--- config.mk ---
export PLATFORM = sky130hd
export DESIGN_NAME = uart_tx_buffered
export DESIGN_NICKNAME = d
export VERILOG_FILES = /design/src/rtl/uart_tx_buffered.sv
export SDC_FILE = /design/constraint.sdc
export NUM_CORES = 1
export LEC_CHECK = 0
export ABC_AREA = 1
export CORE_UTILIZATION = 60
export CTS_CLUSTER_DIAMETER = 80
export DETAILED_ROUTE_END_ITERATION = 10
export PLACE_DENSITY = 0.88
export SKIP_LAST_GASP = 1
export SLEW_MARGIN = 10
export SYNTH_ARGS = -nofsm -noshare
export SYNTH_HDL_FRONTEND = slang
export SYNTH_SLANG_ARGS = --single-unit
--- constraint.sdc ---
create_clock -name clock -period 8.53 [get_ports clock]
set_input_delay 0.853 -clock clock [delete_from_list [all_inputs] [get_ports clock]]
set_output_delay 0.853 -clock clock [all_outputs]
set_load 0.01 [all_outputs]
--- src/rtl/uart_tx_buffered.sv ---
// Buffered UART transmitter: FIFO, baud divider and framing FSM.
// Define UART_TX_BREAK_EN to add the break_req port and Break state.
module uart_tx_buffered #(
    parameter int DATA_WIDTH = 8,
    parameter int FIFO_DEPTH = 4,
    parameter int DIV_WIDTH  = 16
) (
    input  logic                          clock,
    input  logic                          reset,
    input  logic                          tx_en,
    input  logic [1:0]                    parity_type,
    input  logic                          nstop,
    input  logic [DIV_WIDTH-1:0]          baud_div,
    input  logic [DATA_WIDTH-1:0]         data_in,
    input  logic                          data_valid,
`ifdef UART_TX_BREAK_EN
    input  logic                          break_req,
`endif
    output logic                          tx_rdy,
    output logic                          txd,
    output logic                          busy,
    output logic [$clog2(FIFO_DEPTH):0]   fifo_count
);

    localparam int AW = $clog2(FIFO_DEPTH);
    localparam int CW = AW + 1;
    localparam int BI = $clog2(DATA_WIDTH);
`ifdef UART_TX_BREAK_EN
    localparam int BW = $clog2(DATA_WIDTH + 3);
`endif

    typedef enum logic [2:0] {
        S_IDLE,
        S_START,
        S_DATA,
        S_PARITY,
        S_STOP1,
        S_STOP2
`ifdef UART_TX_BREAK_EN
        , S_BREAK
`endif
    } state_t;

    logic [DATA_WIDTH-1:0] mem [FIFO_DEPTH];
    logic [AW-1:0]         wr_ptr;
    logic [AW-1:0]         rd_ptr;
    logic [DATA_WIDTH-1:0] head;
    logic                  push;
    logic                  pop;

    state_t                state;
    logic [DIV_WIDTH-1:0]  cnt;
    logic [DIV_WIDTH-1:0]  div_q;
    logic [DATA_WIDTH-1:0] shift;
    logic [BI-1:0]         bit_idx;
    logic                  par_en;
    logic                  par_bit;
    logic                  nstop_q;
    logic                  tick;
    logic                  frame_end;
    logic                  decide;
    logic                  brk_go;
`ifdef UART_TX_BREAK_EN
    logic [BW-1:0]         brk_n;
`endif

    assign tx_rdy = tx_en && (fifo_count != CW'(FIFO_DEPTH));
    assign push   = data_valid && tx_rdy;
    assign head   = mem[rd_ptr];
    assign busy   = (state != S_IDLE) || (fifo_count != '0);

    assign tick      = (cnt == '0);
    assign frame_end = tick && ((state == S_STOP1 && !nstop_q) ||
                                state == S_STOP2);
    // Idle and the end of a frame share one start/break decision point.
    assign decide    = (state == S_IDLE) || frame_end;
`ifdef UART_TX_BREAK_EN
    assign brk_go    = break_req;
`else
    assign brk_go    = 1'b0;
`endif
    assign pop = decide && !brk_go && tx_en && (fifo_count != '0);

    always_ff @(posedge clock) begin
        if (push) mem[wr_ptr] <= data_in;
    end

    always_ff @(posedge clock or posedge reset) begin
        if (reset) begin
            wr_ptr     <= '0;
            rd_ptr     <= '0;
            fifo_count <= '0;
        end else begin
            if (push) wr_ptr <= wr_ptr + AW'(1);
            if (pop)  rd_ptr <= rd_ptr + AW'(1);
            if (push && !pop)
                fifo_count <= fifo_count + CW'(1);
            else if (pop && !push)
                fifo_count <= fifo_count - CW'(1);
        end
    end

    always_ff @(posedge clock or posedge reset) begin
        if (reset) begin
            state   <= S_IDLE;
            txd     <= 1'b1;
            cnt     <= '0;
            div_q   <= '0;
            shift   <= '0;
            bit_idx <= '0;
            par_en  <= 1'b0;
            par_bit <= 1'b0;
            nstop_q <= 1'b0;
`ifdef UART_TX_BREAK_EN
            brk_n   <= '0;
`endif
        end else if (decide && brk_go) begin
`ifdef UART_TX_BREAK_EN
            state   <= S_BREAK;
            txd     <= 1'b0;
            cnt     <= baud_div;
            div_q   <= baud_div;
            nstop_q <= 1'b0;
            brk_n   <= '0;
`endif
        end else if (pop) begin
            state   <= S_START;
            txd     <= 1'b0;
            cnt     <= baud_div;
            div_q   <= baud_div;
            nstop_q <= nstop;
            par_en  <= parity_type[1];
            par_bit <= (^head) ^ parity_type[0];
            shift   <= head;
        end else if (decide) begin
            state <= S_IDLE;
            txd   <= 1'b1;
        end else if (!tick) begin
            cnt <= cnt - DIV_WIDTH'(1);
        end else begin
            cnt <= div_q;
            unique case (state)
                S_START: begin
                    state   <= S_DATA;
                    txd     <= shift[0];
                    bit_idx <= '0;
                end
                S_DATA: begin
                    if (bit_idx == BI'(DATA_WIDTH - 1)) begin
                        state <= par_en ? S_PARITY : S_STOP1;
                        txd   <= par_en ? par_bit : 1'b1;
                    end else begin
                        shift   <= shift >> 1;
                        txd     <= shift[1];
                        bit_idx <= bit_idx + BI'(1);
                    end
                end
                S_PARITY: begin
                    state <= S_STOP1;
                    txd   <= 1'b1;
                end
                S_STOP1: begin
                    state <= S_STOP2;
                    txd   <= 1'b1;
                end
`ifdef UART_TX_BREAK_EN
                // Hold the line low for at least DATA_WIDTH+2 periods.
                S_BREAK: begin
                    if (!break_req && brk_n >= BW'(DATA_WIDTH + 1)) begin
                        state <= S_STOP1;
                        txd   <= 1'b1;
                    end else if (brk_n < BW'(DATA_WIDTH + 1)) begin
                        brk_n <= brk_n + BW'(1);
                    end
                end
`endif
                default: begin
                    state <= S_IDLE;
                    txd   <= 1'b1;
                end
            endcase
        end
    end

endmodule

# After elaboration in Yosys (flattened, before gate mapping)

Memory sizes are Yosys's and may differ from the RTL's.
Index checks and enable logic that the tools add are counted.

$add $sub $neg: 6
Reduce and logical (&&, ||, !) cells: 27
Bitwise logic cells: 3
Muxes and demuxes: 26
Eq/ne operators: 11

Operator list:

| kind                  | count |
|---|---|
| $mux 16               | 3 |
| $mux 8                | 5 |
| $mux 3                | 8 |
| $logic_not 16->1      | 1 |
| $sub 16x1->16 const B | 1 |
| $pmux 3 s4            | 1 |
| $eq 3x3->1 const B    | 3 |
| $reduce_bool 3->1     | 3 |
| $logic_and 1x1->1     | 8 |
| $reduce_bool 2->1     | 4 |
| $reduce_xor 8->1      | 1 |
| $mux 1                | 7 |
| $add 3x1->3 const B   | 2 |
| $eq 3x2->1 const B    | 2 |
| $ne 2x2->1 const B    | 3 |
| $pmux 3 s2            | 1 |
| $reduce_and 5->1      | 1 |
| $add 2x1->2 const B   | 2 |
| $ne 4x4->1 const B    | 1 |
| $reduce_and 4->1      | 1 |
| $eq 3x1->1 const B    | 1 |
| $logic_not 1->1       | 3 |
| $logic_not 3->1       | 1 |
| $logic_or 1x1->1      | 3 |
| other kinds (6)       | 7 |

Output and inout bits: 6
RAM bits: 32
Memories: 1
Word-level logic and storage cells: 86
Bits of input ports: 31
Register bits: 57

Memory list:

| memory | words | bits a word | rd ports | clocked after Yosys merged registers in | write ports | RTL line | source |
|---|---|---|---|---|---|---|---|
| mem    | 4     | 8           | 1        | 0                                       | 1           | 44       | `logic [DATA_WIDTH-1:0] mem [FIFO_DEPTH];` |

# Depth between registers and ports, before layout

Depth in word-level cells: 10
Gate-level depth with buffers: 17
Depth with buffers taken out: 15

# Worst setup path before layout

Ideal clock, no wire load.

Path kind: register to register
Start: reg cnt[0]
End: reg fifo_count[1]
Cell stages (with the launch flop): 16
Slack: 5.854 ns
Path buffers: 2
Arrival: 2.552 ns
Required time: 8.405 ns
Library setup time: 0.125 ns
Path through: dfrtp_1 > inv_1 > ha_1 > nand2_1 > nor2_1 > nand2_2 > nor3_4 > nand2_2 > nand2_4 > nand2_2 > buf_6 > buf_2 > ha_1 > inv_1 > fa_1 > mux2_2

Word-level cells in the longest chain between the ends: 8

Ends and longest elaborated chain:

| what                                        | RTL line | source |
|---|---|---|
| from (decl)                                 | 52       | `logic [DIV_WIDTH-1:0] cnt;` |
| from (signal assigned)                      | 129      | `cnt <= baud_div;` |
| from (signal assigned)                      | 139      | `cnt <= cnt - DIV_WIDTH'(1);` |
| from (signal assigned)                      | 141      | `cnt <= div_q;` |
| $logic_not 16->1 (*)                        | 72       | `assign tick = (cnt == '0);` |
| $logic_and 1x1->1 (*)                       | 73       | `assign frame_end = tick && ((state == S_STOP1 && !nstop_q) \|\|` |
| $logic_or 1x1->1 (*)                        | 76       | `assign decide = (state == S_IDLE) \|\| frame_end;` |
| $logic_and 1x1->1 (*) (2 in a row)          | 82       | `assign pop = decide && !brk_go && tx_en && (fifo_count != '0);` |
| $logic_not 1->1                             | 96       | `if (push && !pop)` |
| $logic_and 1x1->1                           | 96       |  |
| $mux 3 or $reduce_bool 2->1 (tied branches) | -        |  |
| to (signal assigned)                        | 97       | `fifo_count <= fifo_count + CW'(1);` |
| to (signal assigned)                        | 99       | `fifo_count <= fifo_count - CW'(1);` |
| to (decl)                                   | 22       | `output logic [$clog2(FIFO_DEPTH):0] fifo_count` |

Every way passes the cells marked *; elsewhere a longest branch is shown, timed or not.
A chain may end at the register's enable or synchronous reset.

# Worst setup path in the final report

Same ends and word-level chain as after synthesis.

==> results_dict.tcl <==
set metrics [dict create \
    finalMaxSlewViolations 0 \
    htree_levels 3 \
    p_leak_nw 2.466 \
    worst_pin_slew_ps 903.4 \
    io_buffer_count 36 \
    clk_latency_ps 370 \
    end_kind "flip-flop" \
    min_period_ps 3319 \
    synth.avg_cell_area_um2 8.240 \
    clock-sinks 89 \
    fin_crit_sh_pct 38.91 \
    io_pins 37 \
    yosysUniqueCellTypes 40 \
    drt-pass1-iter-count 5 \
    hp-class "flip-flop to flip-flop" \
    rows 31 \
    syn-cell-area_um2 4656 \
    cts_tree "yes" \
    antenna_found_initial 0 \
    vias 3760 \
    worst-setup-path-type "flip-flop to flip-flop" \
    multi_input_area_um2 1956 \
    hold_viol 0 \
    area.sequential_um2 2389 \
    n_fill_cell 596 \
    viasPerCell 5.349 \
    postCtsHoldBufs 0 \
    synthTopCellsByArea "dfrtp_1, edfxtp_1, nand2_1" \
    outcome "finished, final reports clean" \
    fin_setup_tns_ps 0 \
    placed_cells 687 \
    powerDensity_nw_per_um2 167.7 \
    yosysTopAreaCellShare_pct 30.10 \
    nNetsFinal 639 \
    grt_pass1_vias 3742 \
    required_ps 8790 \
    area_growth_pct 12.52 \
    cp_max_fo 48 \
    diodes 0 \
    grt_usage_pct 25.40 \
    overflow 0 \
    synth-seq-area-share_pct 51.30 \
    clk_pin_slew_ps 90 \
    cp.arrival_ps 3580 \
    synthFlopType "dfrtp_1" \
    vdd_drop_max_mv 0.1314 \
    fin_cells 703 \
    dp_hpwl_um 6582 \
    wl_per_cell_um 13.08 \
    synth_area_leader_cell "dfrtp_1" \
    syn-num-nets 605 \
    place_congestion 0.8750 \
    setup_viol 0 \
    root_buffer "clkbuf_8" \
    postCtsSetupRepairBufs 0 \
    drive_gt1_share_pct 7.285 \
    cts_max_path_buffers 2 \
    synthCells 565 \
    relSlewSlack_pct 39.56 \
    fin_skew_ps 8.233 \
    start_kind "flip-flop" \
    wirelength_um 9195 \
    cts_buffers 9 \
    grt_pass1_wl_um 16530 \
    grt_max_degree 58 \
    cts.repair.resized 0 \
    start_util_pct 63.17 \
    postRouteAntennaNets 0 \
    yosysWarnings 0 \
    async_flop_share_pct 64.04 \
    die-height_um 90.09 \
    drc 0 \
    drtIter0Drc 215 \
    fmax_ghz 0.3013 \
    die_w_um 90.09 \
    synth-edff-count 32 \
    dieArea_um2 8116 \
    coreArea_um2 7370 \
    cap_violations 0 \
    ys_seq_elements 89 \
    rsz0062_at_grt "no" \
]
## cell type report
class / instances / share of cell area (%)
Sequential cell: 89 / 45.59
Multi-Input combinational cell: 402 / 37.33
Timing Repair Buffer: 37 / 7.022
Inverter: 60 / 4.299
Clock buffer: 9 / 2.364
Tap cell: 99 / 2.364
Clock inverter: 7 / 1.027
## sequential cells by signal, summed over array words and instances (netlist names)
name        count
div_q          16
fifo_count      3
shift           8
par_en          1
bit_idx         3
rd_ptr          2
par_bit         1
cnt            16
nstop_q         1
mem            32
state           3
wr_ptr          2
txd             1
## final timing paths
kind	start	to	slack [ps]	cells past startpoint
min	div_q[15]	div_q[15]	490	2
max in group asynchronous	reset	div_q[0]	7070	3
min in group asynchronous	reset	fifo_count[1]	980	3
min reg2reg	div_q[15]	div_q[15]	490	2
max reg2reg	cnt[0]	fifo_count[1]	5210	13
max	cnt[0]	fifo_count[1]	5210	13
## synthesized netlist by cell type (all sizes together) (2+ instances only)
| cell type | instances |
|---|---|
| o211ai | 12 |
| nand4 | 2 |
| buf | 12 |
| clkinv | 2 |
| clkbuf | 2 |
| o22ai | 2 |
| a31oi | 4 |
| edfxtp | 32 |
| xnor2 | 3 |
| dfrtp | 56 |
| nor3 | 3 |
| nand2 | 211 |
| nand3 | 43 |
| a21oi | 12 |
| ha | 8 |
| nor2 | 43 |
| o21ai | 43 |
| xor2 | 9 |
| inv | 58 |
## routing by layer
metal	vias up	routed length, um	GRT usage (%)
met5	-	0	0
met4	0	206	10.35
met3	23	419	5.415
met2	88	4629	43.13
met1	1756	3939	31.56
li1	1893	-	-
## stage by stage
step	utilization, %	instance area, um^2	power [W]	worst slack [ps]	hold slack [ps]
global route	71.09	5239	0.0009205	4971	525.9
detailed placement	68.68	5061	0.0006249	5073	471.0
global placement	68.68	5061	0.0006156	5135	456.1
floorplan	-	4656	0.0005681	5854	442.6
finish	71.09	5239	0.0008786	5211	491.6
CTS	71.09	5239	0.0008860	5229	493.3
## kinds of logic after synthesis
kind of cell | after synthesis | share of synthesized area (%)
XOR/XNOR | 12 | 2.258
multiplexers | 1 | 0.2419
AND/OR/NAND/NOR | 304 | 27.41
flip-flops | 89 | 51.30
AO/OA/AOI/OAI | 76 | 9.513
buffers and inverters | 74 | 6.692
adder cells (fa/ha/maj) | 9 | 2.580
## cell usage in the layout (no fill, tap or decap), drive strengths merged
| master | n |
|---|---|
| fa | 1 |
| or2 | 1 |
| xnor2 | 3 |
| xor2 | 9 |
| a31oi | 4 |
| nand3 | 43 |
| o21ai | 43 |
| a211oi | 1 |
| nand3b | 1 |
| a21oi | 12 |
| clkinvlp | 2 |
| a32oi | 1 |
| nor3 | 3 |
| o211ai | 12 |
| clkbuf | 9 |
| o22ai | 2 |
| edfxtp | 32 |
| mux2 | 1 |
| nor2 | 43 |
| nand4 | 2 |
| o21bai | 1 |
| nand2 | 211 |
| buf | 1 |
| dfrtp | 56 |
| clkinv | 5 |
| clkdlybuf4s50 | 36 |
| ha | 8 |
| dfstp | 1 |
| inv | 60 |
## power by group
group / switching (W) / leakage, nW / total (W) / internal [W]
Clock: 0.000156 / 0.0839 / 0.000264 / 0.000108
Combinational: 0.0000668 / 1.41 / 0.000123 / 0.0000564
Sequential: 0.0000191 / 0.974 / 0.000491 / 0.000472
Total: 0.000242 / 2.47 / 0.000879 / 0.000636
## worst max-delay path: stages, from the launching register on
cell and delay (ps):
dfrtp_1 380, inv_1 110, ha_1 230, nand2_1 70
nor2_1 110, nand2_2 110, nor3_4 220, nand2_2 100
nand2_4 130, nand2_2 520, ha_1 440, inv_1 100
fa_1 420, mux2_2 280
Power figures use the tool's default switching activity.
